--- src/rtl/game_pkg.sv ---
// game_pkg: types and widths shared by the turn scheduler, the per-side throw
// FSMs and the HUD/score renderer.
//   sched_state_t : turn scheduler states
//   side_t        : which side is meant (cat = 0, dog = 1)
//   score_t       : hit points of both sides plus the completed-turn counter
//   hp_sub_sat    : hit-point subtraction that stops at zero
package game_pkg;

  localparam int unsigned HP_W   = 8;
  localparam int unsigned TURN_W = 8;

  typedef enum logic [2:0] {
    ST_IDLE,
    ST_CAT_AIM,
    ST_CAT_FLIGHT,
    ST_DOG_AIM,
    ST_DOG_FLIGHT,
    ST_SETTLE,
    ST_OVER
  } sched_state_t;

  typedef enum logic {
    SIDE_CAT = 1'b0,
    SIDE_DOG = 1'b1
  } side_t;

  typedef struct packed {
    logic [HP_W-1:0]   cat_hp;
    logic [HP_W-1:0]   dog_hp;
    logic [TURN_W-1:0] turn_cnt;
  } score_t;

  // Damage never wraps a side below zero hit points.
  function automatic logic [HP_W-1:0] hp_sub_sat(input logic [HP_W-1:0] hp,
                                                 input logic [HP_W-1:0] dmg);
    return (hp > dmg) ? HP_W'(hp - dmg) : '0;
  endfunction

endpackage

--- src/rtl/turn_scheduler_if.sv ---
// turn_scheduler_if: game-level signals between the turn scheduler (slave)
// and its environment (master: throw FSMs, projectile engine, HUD).
//   master drives : start, cat_throw, dog_throw, proj_done, proj_hit
//   slave drives  : cat_turn, dog_turn, launch, launch_side, in_flight,
//                   cat_hp, dog_hp, turn_cnt, game_over, winner
interface turn_scheduler_if;
  import game_pkg::*;

  logic              start;
  logic              cat_throw;
  logic              dog_throw;
  logic              proj_done;
  logic              proj_hit;
  logic              cat_turn;
  logic              dog_turn;
  logic              launch;
  side_t             launch_side;
  logic              in_flight;
  logic [HP_W-1:0]   cat_hp;
  logic [HP_W-1:0]   dog_hp;
  logic [TURN_W-1:0] turn_cnt;
  logic              game_over;
  side_t             winner;

  modport master (
    output start, cat_throw, dog_throw, proj_done, proj_hit,
    input  cat_turn, dog_turn, launch, launch_side, in_flight,
           cat_hp, dog_hp, turn_cnt, game_over, winner
  );

  modport slave (
    input  start, cat_throw, dog_throw, proj_done, proj_hit,
    output cat_turn, dog_turn, launch, launch_side, in_flight,
           cat_hp, dog_hp, turn_cnt, game_over, winner
  );

endinterface

--- src/rtl/turn_scheduler_cycle_timer.sv ---
// cycle_timer: loadable down-counter used for the settle pause and the
// optional aim timeout.
//   clk, rst_n : clock, asynchronous active-low reset
//   load       : load load_val (wins over count)
//   load_val   : cycles to wait minus one
//   count      : decrement while nonzero
//   expired_c  : combinational, high while counting and the count is zero
module cycle_timer #(
  parameter int unsigned W = 8
) (
  input  logic         clk,
  input  logic         rst_n,
  input  logic         load,
  input  logic [W-1:0] load_val,
  input  logic         count,
  output logic         expired_c
);

  logic [W-1:0] cnt_q;

  // Down-counter; holds at zero until reloaded.
  always_ff @(posedge clk or negedge rst_n) begin
    if (!rst_n) begin
      cnt_q <= '0;
    end else if (load) begin
      cnt_q <= load_val;
    end else if (count && (cnt_q != '0)) begin
      cnt_q <= cnt_q - W'(1);
    end
  end

  assign expired_c = count && (cnt_q == '0);

endmodule

--- src/rtl/turn_scheduler.sv ---
// turn_scheduler: cat-vs-dog turn arbiter. Grants the aim/throw right to one
// side at a time, launches the projectile on a fresh throw edge, waits for
// the landing, applies damage, pauses, then hands the turn to the other side
// until one side reaches 0 HP.
//   clk, rst_n : clock, asynchronous active-low reset
//   bus        : turn_scheduler_if.slave (start, throws, projectile status in;
//                turns, launch, in_flight, hit points, turn_cnt, game_over,
//                winner out; every output is a flop)
// Build option: define TURN_TIMEOUT_EN to add an aim timeout of
// TURN_TIME_S*CLK_HZ cycles that forfeits an idle turn.
module turn_scheduler
  import game_pkg::*;
#(
  parameter int unsigned     CLK_HZ      = 65_000_000,
  parameter int unsigned     TURN_TIME_S = 10,
  parameter int unsigned     SETTLE_CYC  = CLK_HZ / 2,
  parameter logic [HP_W-1:0] HP_INIT     = 8'd100,
  parameter logic [HP_W-1:0] HIT_DMG     = 8'd20
) (
  input  logic             clk,
  input  logic             rst_n,
  turn_scheduler_if.slave  bus
);

  // One counter serves both delays, so it is sized for the longer one.
  localparam int unsigned AIM_CYC = TURN_TIME_S * CLK_HZ;
  localparam int unsigned MAX_CYC = (AIM_CYC > SETTLE_CYC) ? AIM_CYC : SETTLE_CYC;
  localparam int unsigned TMR_W   = $clog2(MAX_CYC) + 1;
  localparam logic [TMR_W-1:0] SETTLE_LOAD = TMR_W'(SETTLE_CYC - 1);
  localparam logic [TMR_W-1:0] AIM_LOAD    = TMR_W'(AIM_CYC - 1);

  sched_state_t state_q, state_d;
  logic         cat_turn_q, cat_turn_d;
  logic         dog_turn_q, dog_turn_d;
  logic         launch_q, launch_d;
  side_t        launch_side_q, launch_side_d;
  logic         in_flight_q, in_flight_d;
  score_t       score_q, score_d;
  logic         game_over_q, game_over_d;
  side_t        winner_q, winner_d;
  side_t        next_side_q, next_side_d;
  logic         cat_throw_q, dog_throw_q;

  logic             cat_rise_c, dog_rise_c, rise_c;
  side_t            act_side_c, opp_side_c;
  logic [HP_W-1:0]  opp_hp_c;
  logic             tmr_load_c, tmr_count_c, tmr_expired_c;
  logic [TMR_W-1:0] tmr_val_c;

  assign cat_rise_c = bus.cat_throw & ~cat_throw_q;
  assign dog_rise_c = bus.dog_throw & ~dog_throw_q;

  cycle_timer #(.W(TMR_W)) u_timer (
    .clk       (clk),
    .rst_n     (rst_n),
    .load      (tmr_load_c),
    .load_val  (tmr_val_c),
    .count     (tmr_count_c),
    .expired_c (tmr_expired_c)
  );

  // Next state and next registered outputs.
  always_comb begin
    state_d       = state_q;
    cat_turn_d    = cat_turn_q;
    dog_turn_d    = dog_turn_q;
    launch_d      = 1'b0;
    launch_side_d = launch_side_q;
    in_flight_d   = in_flight_q;
    score_d       = score_q;
    game_over_d   = game_over_q;
    winner_d      = winner_q;
    next_side_d   = next_side_q;
    tmr_load_c    = 1'b0;
    tmr_val_c     = '0;
    tmr_count_c   = 1'b0;

    act_side_c = ((state_q == ST_DOG_AIM) || (state_q == ST_DOG_FLIGHT)) ? SIDE_DOG : SIDE_CAT;
    opp_side_c = (act_side_c == SIDE_DOG) ? SIDE_CAT : SIDE_DOG;
    rise_c     = (act_side_c == SIDE_DOG) ? dog_rise_c : cat_rise_c;
    // Opponent hit points after this landing.
    opp_hp_c   = (act_side_c == SIDE_DOG) ? score_q.cat_hp : score_q.dog_hp;
    if (bus.proj_hit) begin
      opp_hp_c = hp_sub_sat(opp_hp_c, HIT_DMG);
    end

    case (state_q)
      ST_IDLE, ST_OVER: begin
        if (bus.start) begin
          state_d          = ST_CAT_AIM;
          cat_turn_d       = 1'b1;
          dog_turn_d       = 1'b0;
          score_d.cat_hp   = HP_INIT;
          score_d.dog_hp   = HP_INIT;
          score_d.turn_cnt = '0;
          game_over_d      = 1'b0;
          winner_d         = SIDE_CAT;
          tmr_load_c       = 1'b1;
          tmr_val_c        = AIM_LOAD;
        end
      end

      ST_CAT_AIM, ST_DOG_AIM: begin
`ifdef TURN_TIMEOUT_EN
        tmr_count_c = 1'b1;
`endif
        // A throw edge in the expiry cycle still launches.
        if (rise_c) begin
          launch_d      = 1'b1;
          launch_side_d = act_side_c;
          cat_turn_d    = 1'b0;
          dog_turn_d    = 1'b0;
          in_flight_d   = 1'b1;
          state_d       = (act_side_c == SIDE_DOG) ? ST_DOG_FLIGHT : ST_CAT_FLIGHT;
        end
`ifdef TURN_TIMEOUT_EN
        else if (tmr_expired_c) begin
          cat_turn_d       = 1'b0;
          dog_turn_d       = 1'b0;
          score_d.turn_cnt = score_q.turn_cnt + TURN_W'(1);
          next_side_d      = opp_side_c;
          state_d          = ST_SETTLE;
          tmr_load_c       = 1'b1;
          tmr_val_c        = SETTLE_LOAD;
        end
`endif
      end

      ST_CAT_FLIGHT, ST_DOG_FLIGHT: begin
        if (bus.proj_done) begin
          in_flight_d      = 1'b0;
          score_d.turn_cnt = score_q.turn_cnt + TURN_W'(1);
          if (act_side_c == SIDE_DOG) begin
            score_d.cat_hp = opp_hp_c;
          end else begin
            score_d.dog_hp = opp_hp_c;
          end
          if (opp_hp_c == '0) begin
            state_d     = ST_OVER;
            game_over_d = 1'b1;
            winner_d    = act_side_c;
          end else begin
            state_d     = ST_SETTLE;
            next_side_d = opp_side_c;
            tmr_load_c  = 1'b1;
            tmr_val_c   = SETTLE_LOAD;
          end
        end
      end

      ST_SETTLE: begin
        tmr_count_c = 1'b1;
        if (tmr_expired_c) begin
          if (next_side_q == SIDE_DOG) begin
            state_d    = ST_DOG_AIM;
            dog_turn_d = 1'b1;
          end else begin
            state_d    = ST_CAT_AIM;
            cat_turn_d = 1'b1;
          end
          tmr_load_c = 1'b1;
          tmr_val_c  = AIM_LOAD;
        end
      end

      default: begin
        state_d    = ST_IDLE;
        cat_turn_d = 1'b0;
        dog_turn_d = 1'b0;
      end
    endcase
  end

  // State, output and throw-history registers.
  always_ff @(posedge clk or negedge rst_n) begin
    if (!rst_n) begin
      state_q          <= ST_IDLE;
      cat_turn_q       <= 1'b0;
      dog_turn_q       <= 1'b0;
      launch_q         <= 1'b0;
      launch_side_q    <= SIDE_CAT;
      in_flight_q      <= 1'b0;
      score_q.cat_hp   <= HP_INIT;
      score_q.dog_hp   <= HP_INIT;
      score_q.turn_cnt <= '0;
      game_over_q      <= 1'b0;
      winner_q         <= SIDE_CAT;
      next_side_q      <= SIDE_CAT;
      cat_throw_q      <= 1'b0;
      dog_throw_q      <= 1'b0;
    end else begin
      state_q       <= state_d;
      cat_turn_q    <= cat_turn_d;
      dog_turn_q    <= dog_turn_d;
      launch_q      <= launch_d;
      launch_side_q <= launch_side_d;
      in_flight_q   <= in_flight_d;
      score_q       <= score_d;
      game_over_q   <= game_over_d;
      winner_q      <= winner_d;
      next_side_q   <= next_side_d;
      cat_throw_q   <= bus.cat_throw;
      dog_throw_q   <= bus.dog_throw;
    end
  end

  assign bus.cat_turn    = cat_turn_q;
  assign bus.dog_turn    = dog_turn_q;
  assign bus.launch      = launch_q;
  assign bus.launch_side = launch_side_q;
  assign bus.in_flight   = in_flight_q;
  assign bus.cat_hp      = score_q.cat_hp;
  assign bus.dog_hp      = score_q.dog_hp;
  assign bus.turn_cnt    = score_q.turn_cnt;
  assign bus.game_over   = game_over_q;
  assign bus.winner      = winner_q;

endmodule
--- src/flat_wrapper.sv ---
// flat-port wrapper written by rule: the top's interface ports become plain ports
module turn_scheduler_flat import game_pkg::*;
#(
  parameter int unsigned     CLK_HZ      = 65_000_000,
  parameter int unsigned     TURN_TIME_S = 10,
  parameter int unsigned     SETTLE_CYC  = CLK_HZ / 2,
  parameter logic [HP_W-1:0] HP_INIT     = 8'd100,
  parameter logic [HP_W-1:0] HIT_DMG     = 8'd20
)
  (clk, rst_n, bus_start, bus_cat_throw, bus_dog_throw, bus_proj_done, bus_proj_hit, bus_cat_turn, bus_dog_turn, bus_launch, bus_launch_side, bus_in_flight, bus_cat_hp, bus_dog_hp, bus_turn_cnt, bus_game_over, bus_winner);
  turn_scheduler_if bus_i ();
  input  logic clk;
  input  logic rst_n;
  input wire logic [$bits(bus_i.start)-1:0] bus_start;
  input wire logic [$bits(bus_i.cat_throw)-1:0] bus_cat_throw;
  input wire logic [$bits(bus_i.dog_throw)-1:0] bus_dog_throw;
  input wire logic [$bits(bus_i.proj_done)-1:0] bus_proj_done;
  input wire logic [$bits(bus_i.proj_hit)-1:0] bus_proj_hit;
  output wire logic [$bits(bus_i.cat_turn)-1:0] bus_cat_turn;
  output wire logic [$bits(bus_i.dog_turn)-1:0] bus_dog_turn;
  output wire logic [$bits(bus_i.launch)-1:0] bus_launch;
  output wire logic [$bits(bus_i.launch_side)-1:0] bus_launch_side;
  output wire logic [$bits(bus_i.in_flight)-1:0] bus_in_flight;
  output wire logic [$bits(bus_i.cat_hp)-1:0] bus_cat_hp;
  output wire logic [$bits(bus_i.dog_hp)-1:0] bus_dog_hp;
  output wire logic [$bits(bus_i.turn_cnt)-1:0] bus_turn_cnt;
  output wire logic [$bits(bus_i.game_over)-1:0] bus_game_over;
  output wire logic [$bits(bus_i.winner)-1:0] bus_winner;
  assign bus_i.start = bus_start;
  assign bus_i.cat_throw = bus_cat_throw;
  assign bus_i.dog_throw = bus_dog_throw;
  assign bus_i.proj_done = bus_proj_done;
  assign bus_i.proj_hit = bus_proj_hit;
  assign bus_cat_turn = bus_i.cat_turn;
  assign bus_dog_turn = bus_i.dog_turn;
  assign bus_launch = bus_i.launch;
  assign bus_launch_side = bus_i.launch_side;
  assign bus_in_flight = bus_i.in_flight;
  assign bus_cat_hp = bus_i.cat_hp;
  assign bus_dog_hp = bus_i.dog_hp;
  assign bus_turn_cnt = bus_i.turn_cnt;
  assign bus_game_over = bus_i.game_over;
  assign bus_winner = bus_i.winner;
  turn_scheduler #(.CLK_HZ(CLK_HZ), .TURN_TIME_S(TURN_TIME_S), .SETTLE_CYC(SETTLE_CYC), .HP_INIT(HP_INIT), .HIT_DMG(HIT_DMG)) u_core (.clk(clk), .rst_n(rst_n), .bus(bus_i));
endmodule
--- config.mk ---
export PLATFORM = sky130hd
export DESIGN_NAME = turn_scheduler_flat
export DESIGN_NICKNAME = d
export VERILOG_FILES = /design/src/rtl/game_pkg.sv /design/src/rtl/turn_scheduler_if.sv /design/src/rtl/turn_scheduler_cycle_timer.sv /design/src/rtl/turn_scheduler.sv /design/src/flat_wrapper.sv
export SDC_FILE = /design/constraint.sdc
export NUM_CORES = 1
export LEC_CHECK = 0
export CAP_MARGIN = 15
export CORE_ASPECT_RATIO = 0.9
export CORE_MARGIN = 4
export CORE_UTILIZATION = 55
export DETAILED_ROUTE_END_ITERATION = 8
export MAX_ROUTING_LAYER = met4
export PLACE_DENSITY = 0.76
export SLEW_MARGIN = 0
export SYNTH_ARGS = -nofsm -noshare
export SYNTH_HDL_FRONTEND = slang
export SYNTH_HIERARCHICAL = 1
export SYNTH_SLANG_ARGS = --single-unit
export TNS_END_PERCENT = 5
--- constraint.sdc ---
create_clock -name clk -period 4.8 [get_ports clk]
set_input_delay 0.48 -clock clk [delete_from_list [all_inputs] [get_ports clk]]
set_output_delay 0.48 -clock clk [all_outputs]
set_load 0.01 [all_outputs]
## After elaboration in Yosys (flattened, before gate mapping)

Cells that the tools add are included.

| word-level totals | value |
|---|---|
| register bits | 68 |
| input bits | 7 |
| output and inout port bits | 31 |
| word-level logic and storage cells | 115 |

| operators by class | value |
|---|---|
| add/sub/neg operators | 3 |
| order comparisons | 1 |
| eq/ne operators | 15 |
| muxes and demuxes | 52 |
| bitwise operators | 6 |
| reductions and logical operators | 23 |

Operators with widths:

| cell | number |
|---|---|
| 2-to-1 mux 31 bit | 3 |
| one-hot mux 31 bit (3 select lines) | 1 |
| 2-to-1 mux 30 bit | 2 |
| 2-to-1 mux 24 bit | 2 |
| one-hot mux 24 bit (2 select lines) | 1 |
| 2-to-1 mux 8 bit | 5 |
| zero test 31 bit | 1 |
| nonzero test 31 bit | 1 |
| subtractor 31 x 1 -> 31 bit (second input constant) | 1 |
| 2-to-1 mux 25 bit | 1 |
| 2-to-1 mux 1 bit | 23 |
| AND reduction 4 bit | 4 |
| 2-to-1 mux 3 bit | 5 |
| one-hot mux 3 bit (4 select lines) | 1 |
| inequality test 2 x 1 -> 1 bit (second input constant) | 5 |
| AND reduction 5 bit | 2 |
| equality test 3 bit (second input constant) | 3 |
| AND reduction 3 bit | 3 |
| adder 8 x 1 -> 8 bit (second input constant) | 1 |
| > comparator 8 x 5 -> 1 bit (second input constant) | 1 |
| zero test 8 bit | 1 |
| inequality test 2 bit (second input constant) | 4 |
| one-hot mux 1 bit (4 select lines) | 2 |
| subtractor 8 x 5 -> 8 bit (second input constant) | 1 |
| 13 further kinds | 26 |

## Logic depth before layout (Yosys ltp)

| depth | value |
|---|---|
| word-level depth | 12 |
| mapped depth | 16 |
| mapped depth without buffers | 13 |

## Hierarchy

The synthesis kept the hierarchy.

By module, submodules not included:

| module | times used | cells an instance | area each (um2) | sequential area each (um2) |
|---|---|---|---|---|
| turn_scheduler | 1 | 243 | 2,292.2 | 933.4 |
| cycle_timer | 1 | 240 | 2,117.0 | 775.7 |

## Least setup slack after synthesis

No wires, ideal clock.

| path | value |
|---|---|
| path type | register to register |
| start point | register u_core.state_q[2] |
| end point | register u_core.u_timer.cnt_q[10] |
| library setup time | 0.095 ns |
| arrival time | 4.229 ns |
| required time | 4.705 ns |
| slack | 0.475 ns |
| cell stages (with the launch flop) | 17 |
| clock period less this slack | 4.325 ns |
| cell sequence | dfrtp_1 -> buf_6 -> buf_2 -> nand2_1 -> nor2_1 -> and4bb_2 -> nand2_1 -> or3_2 -> nor2_1 -> a31oi_1 -> o21ai_0 -> o21bai_1 -> clkbuf_1 -> clkbuf_1 -> clkbuf_1 -> nand2_1 -> o31ai_1 |

| on the way | value |
|---|---|
| elaborated cells on any way between the ends | 27 |
| those cells by class | add/sub: 1; order compare: 1; eq/ne: 5; mux: 12; reduce/logical: 8 |

RTL lines:

| what | line | source |
|---|---|---|
| from (decl) | turn_scheduler.sv:32 | `sched_state_t state_q, state_d;` |
| from (signal assigned) | turn_scheduler.sv:192 | `state_q <= state_d;` |
| equality test 3 bit | turn_scheduler.sv:87 | `case (state_q)` |
| 2-to-1 mux 1 bit | turn_scheduler.sv:87 |  |
| logical AND 1 bit | turn_scheduler_cycle_timer.sv:32 | `assign expired_c = count && (cnt_q == '0);` |
| named net u_core.tmr_expired_c | turn_scheduler.sv:47 | `logic tmr_load_c, tmr_count_c, tmr_expired_c;` |
| 2-to-1 mux 30 bit | turn_scheduler.sv:153 | `if (tmr_expired_c) begin` |
| one-hot mux 31 bit (3 select lines) | turn_scheduler.sv:87 |  |
| named net u_core.tmr_val_c[10] | turn_scheduler.sv:48 | `logic [TMR_W-1:0] tmr_val_c;` |
| 2-to-1 mux 31 bit | turn_scheduler_cycle_timer.sv:25 | `end else if (load) begin` |
| to (signal assigned) | turn_scheduler_cycle_timer.sv:26 | `cnt_q <= load_val;` |
| to (signal assigned) | turn_scheduler_cycle_timer.sv:28 | `cnt_q <= cnt_q - W'(1);` |
| to (decl) | turn_scheduler_cycle_timer.sv:19 | `logic [W-1:0] cnt_q;` |

The timed path passes the listed nets, and every way through them passes these cells.
A chain may end at the register's enable or synchronous reset.

## Worst setup path in the final report

| path | value |
|---|---|
| start point | register u_core.state_q[0] |
| end point | register u_core.u_timer.cnt_q[5] |

| on the way | value |
|---|---|
| elaborated cells on any way between the ends | 27 |
| those cells by class | add/sub: 1; order compare: 1; eq/ne: 5; mux: 12; reduce/logical: 8 |

RTL lines:

| what | line |
|---|---|
| equality test 3 bit * | turn_scheduler.sv:87 |
| 2-to-1 mux 1 bit * | turn_scheduler.sv:87 |
| logical AND 1 bit * | turn_scheduler_cycle_timer.sv:32 |
| named net u_core.tmr_expired_c | turn_scheduler.sv:47 |
| 2-to-1 mux 1 bit * | turn_scheduler.sv:153 |
| one-hot mux 1 bit (3 select lines) * | turn_scheduler.sv:87 |
| named net u_core.tmr_load_c | turn_scheduler.sv:47 |
| 2-to-1 mux 31 bit / nonzero test 2 bit (equally long branches) | - |

The timed path passes the listed nets; every way through them passes the cells marked *.

==> results.ini <==
[outcome]
status=finished clean

[critical_path]
cp_max_fo=68
cp_num_cells=14
crit_path_end_kind=register
crit_top_cell=nor2_1
cp-endpoint=u_core/u_timer/cnt_q[5]$_DFFE_PN0P_
required_ps=5040
cpPeakStageDelay_ps=550
crit_type=reg2reg
regToRegSetupSlack_ps=1170
crit_chain=nand2_1, nor2_1, buf_4, and4bb_2, nand2_1, or3_2, nor2_1, a31oi_1, o21ai_0, o21bai_4, buf_4, nor2_1, and4_1, a211o_1
critPathArrivalTime_ps=3870
rr_startpoint=u_core/state_q[0]$_DFFE_PN0P_
setup.worst_path.start=u_core/state_q[0]$_DFFE_PN0P_
ff2ff_path_depth=14
path_buf_inv=2
crit_path_start_kind=register
timing.rr.end=u_core/u_timer/cnt_q[5]$_DFFE_PN0P_
critical-path-slowest-cell=or3_2
cp_top_family=simple AND/OR/NAND/NOR gates

[detailed_routing]
initialDrtViolationCount=247
wire_per_inst_um=17.2
wl_um=10700
ant_nets=0
first_pass_iters=4
vias=3928
drc=0
drt-vias-per-instance=6.29

[timing]
max_clock_freq_mhz=275
fin_ws_ps=1170
finalCriticalPeriod_ps=3630
period_share=0.756
finalSetupViolCount=0
finalMaxSlewViolations=0
maxSlewHeadroom=0.364
fin_setup_tns_ps=0
worst_pin_slew_ps=945
holdWs_ps=303
hold_viol_final=0
fin_skew_ps=8.75
rsz0062_at_grt=false

[finish]
diodes=0
drive_above_1_share=0.146
final_cells=624
final_cell_mix=62 x dfrtp_1, 50 x nand2_1, 48 x nor2_1
num-fill-cells=641
layout_commonest_cell=dfrtp_1
syn_to_final_growth_pct=14.5
nets=532

[clocking]
clk_latency_ps=350
ctsLongestPathBuffers=2
holdBufCountCts=0
cts_made_buffers=9
post_cts_buffers=0
cts-resized-gates=0
clk_pin_slew_ps=70
htreeDepth=3
clock_sinks=68
root_buffer=clkbuf_8
cts_tree=built

[synthesis]
ys_seq_area_frac=0.388
synth_edf_count=0
synth-main-ff-cell=dfrtp_1
syn_area_mm2=0.00441
synth_cells=483
synth-seq-cells=68
yosysUniqueCellTypes=88
avgSynthCellArea_um2=9.13
synth_top_area_frac=0.352
synthTopCellsByArea=dfrtp_1 35%, nand2_1 4.3%, nor2_1 4.1%
async_reset_ff_frac=1.00
synth_top_area_cell=dfrtp_1
yosys_warnings=6

[placed_design]
dpl_worst_slack_ps=1160
numPortBuffers=37
dp_hpwl_um=7330
place_inst=608
gp_congestion=0.915

[floorplan]
rows=30
fp.dieArea_mm2=0.00952
pin_count=38
die_w_um=102
initial_core_util=0.576
die_h_um=92.9
core_area_mm2=0.00766

[global_route]
antenna_found_initial=0
grt.overflow.total=0
grt_max_degree=69
grt_pass1_wl_um=18100
grt_use_total=0.245
grt_pass1_vias=3670

[pwr]
power.density_mw_per_mm2=600
power_leakage_uw=0.00194
ir_drop_uv=330
p_total_uw=3030

[flow_run]
cap_violations=0

[hold_path]
worst_hold_path_type=in2async

## power breakdown
part           switching (µW)  total [µW]  internal, µW  leakage (µW)
clock                     217         432           215     0.0000905
combinational             942        1590           648       0.00100
sequential                235        1010           771      0.000850
## cell type report
cell class                 instances  area [µm²]  share of cell area
multi-input combinational        389        2590               0.512
clock buffer                      14         163              0.0322
timing repair buffer              44         418              0.0828
tap                               96         120              0.0238
inverter                          11        41.3             0.00818
clock inverter                     2        10.0             0.00198
sequential                        68        1710               0.339
## worst register-to-register path: stages (launching register included)
cell      delay [ps]
dfrtp_1          360
nand2_1          100
nor2_1           130
buf_4            190
and4bb_2         260
nand2_1           70
or3_2            550
nor2_1           240
a31oi_1          120
o21ai_0          230
o21bai_4         170
buf_4            490
nor2_1           110
and4_1           220
a211o_1          280
## state kept, by name (all words and copies together) (netlist names)
| name | cells |
|---|---|
| u_core/bus.dog_hp | 8 |
| u_core/u_timer/cnt_q | 31 |
| u_core/cat_throw_q | 1 |
| u_core/bus.winner | 1 |
| u_core/state_q | 3 |
| u_core/bus.launch | 1 |
| u_core/bus.launch_side | 1 |
| u_core/bus.game_over | 1 |
| u_core/dog_throw_q | 1 |
| u_core/bus.cat_turn | 1 |
| u_core/bus.dog_turn | 1 |
| u_core/bus.in_flight | 1 |
| u_core/next_side_q | 1 |
| u_core/bus.cat_hp | 8 |
| u_core/bus.turn_cnt | 8 |
## stage by stage
step	utilization	instance area, µm²
after detailed placement	0.637	4870
after CTS	0.659	5050
after floorplan	-	4420
after global routing	0.659	5050
after global placement	0.637	4870
final	0.659	5050
## cell families (layout without fill, tap and decap cells)
family                     after synthesis  in the layout  synth area share
AOI/OAI and AO/OA                      132            132             0.214
xor gates and xnor gates                20             20            0.0414
adders and majority gates                2              2           0.00567
buffers and inverters                   29             71            0.0309
DFF                                     68             68             0.388
muxes                                   12             12            0.0298
other                                    1              4          0.000850
and+or+nand+nor                        219            219             0.290
## synth_stat cells, drive strengths merged (5+ instances only)
cell type and count:
dfrtp 62, nand2 54, nor2 50, o21ai 41, a21oi 26, nor3 21
nand3 18, xnor2 13, a31oi 12, clkbuf 10, inv 10, nand4 10
nor3b 10, buf 8, o221ai 8, nor4 7, xor2 7, and2 6
and3 6, dfstp 6, mux2 6, mux2i 6, o31ai 6, or3 6
or4 6, nand3b 5, nor2b 5
## metal layers
layer | global-route usage | wire, µm
met5 | - | 0
met4 | 0.0765 | 119
met2 | 0.348 | 4760
met1 | 0.354 | 5320
met3 | 0.0444 | 545
## worst min path at each step
stage                                                 from                                 end  cells after the start
after floorplan                                      rst_n    u_core/bus.cat_hp[0]$_DFFE_PN0P_                      0
after global placement    u_core/bus.in_flight$_DFFE_PN0P_    u_core/bus.in_flight$_DFFE_PN0P_                      1
after detailed placement  u_core/bus.in_flight$_DFFE_PN0P_    u_core/bus.in_flight$_DFFE_PN0P_                      1
after CTS                                            rst_n    u_core/bus.game_over$_DFFE_PN0P_                      2
after global routing                                 rst_n  u_core/bus.turn_cnt[5]$_DFFE_PN0P_                      2
final                                                rst_n  u_core/bus.turn_cnt[5]$_DFFE_PN0P_                      2
Note: power is estimated with default switching activity, not from simulation.
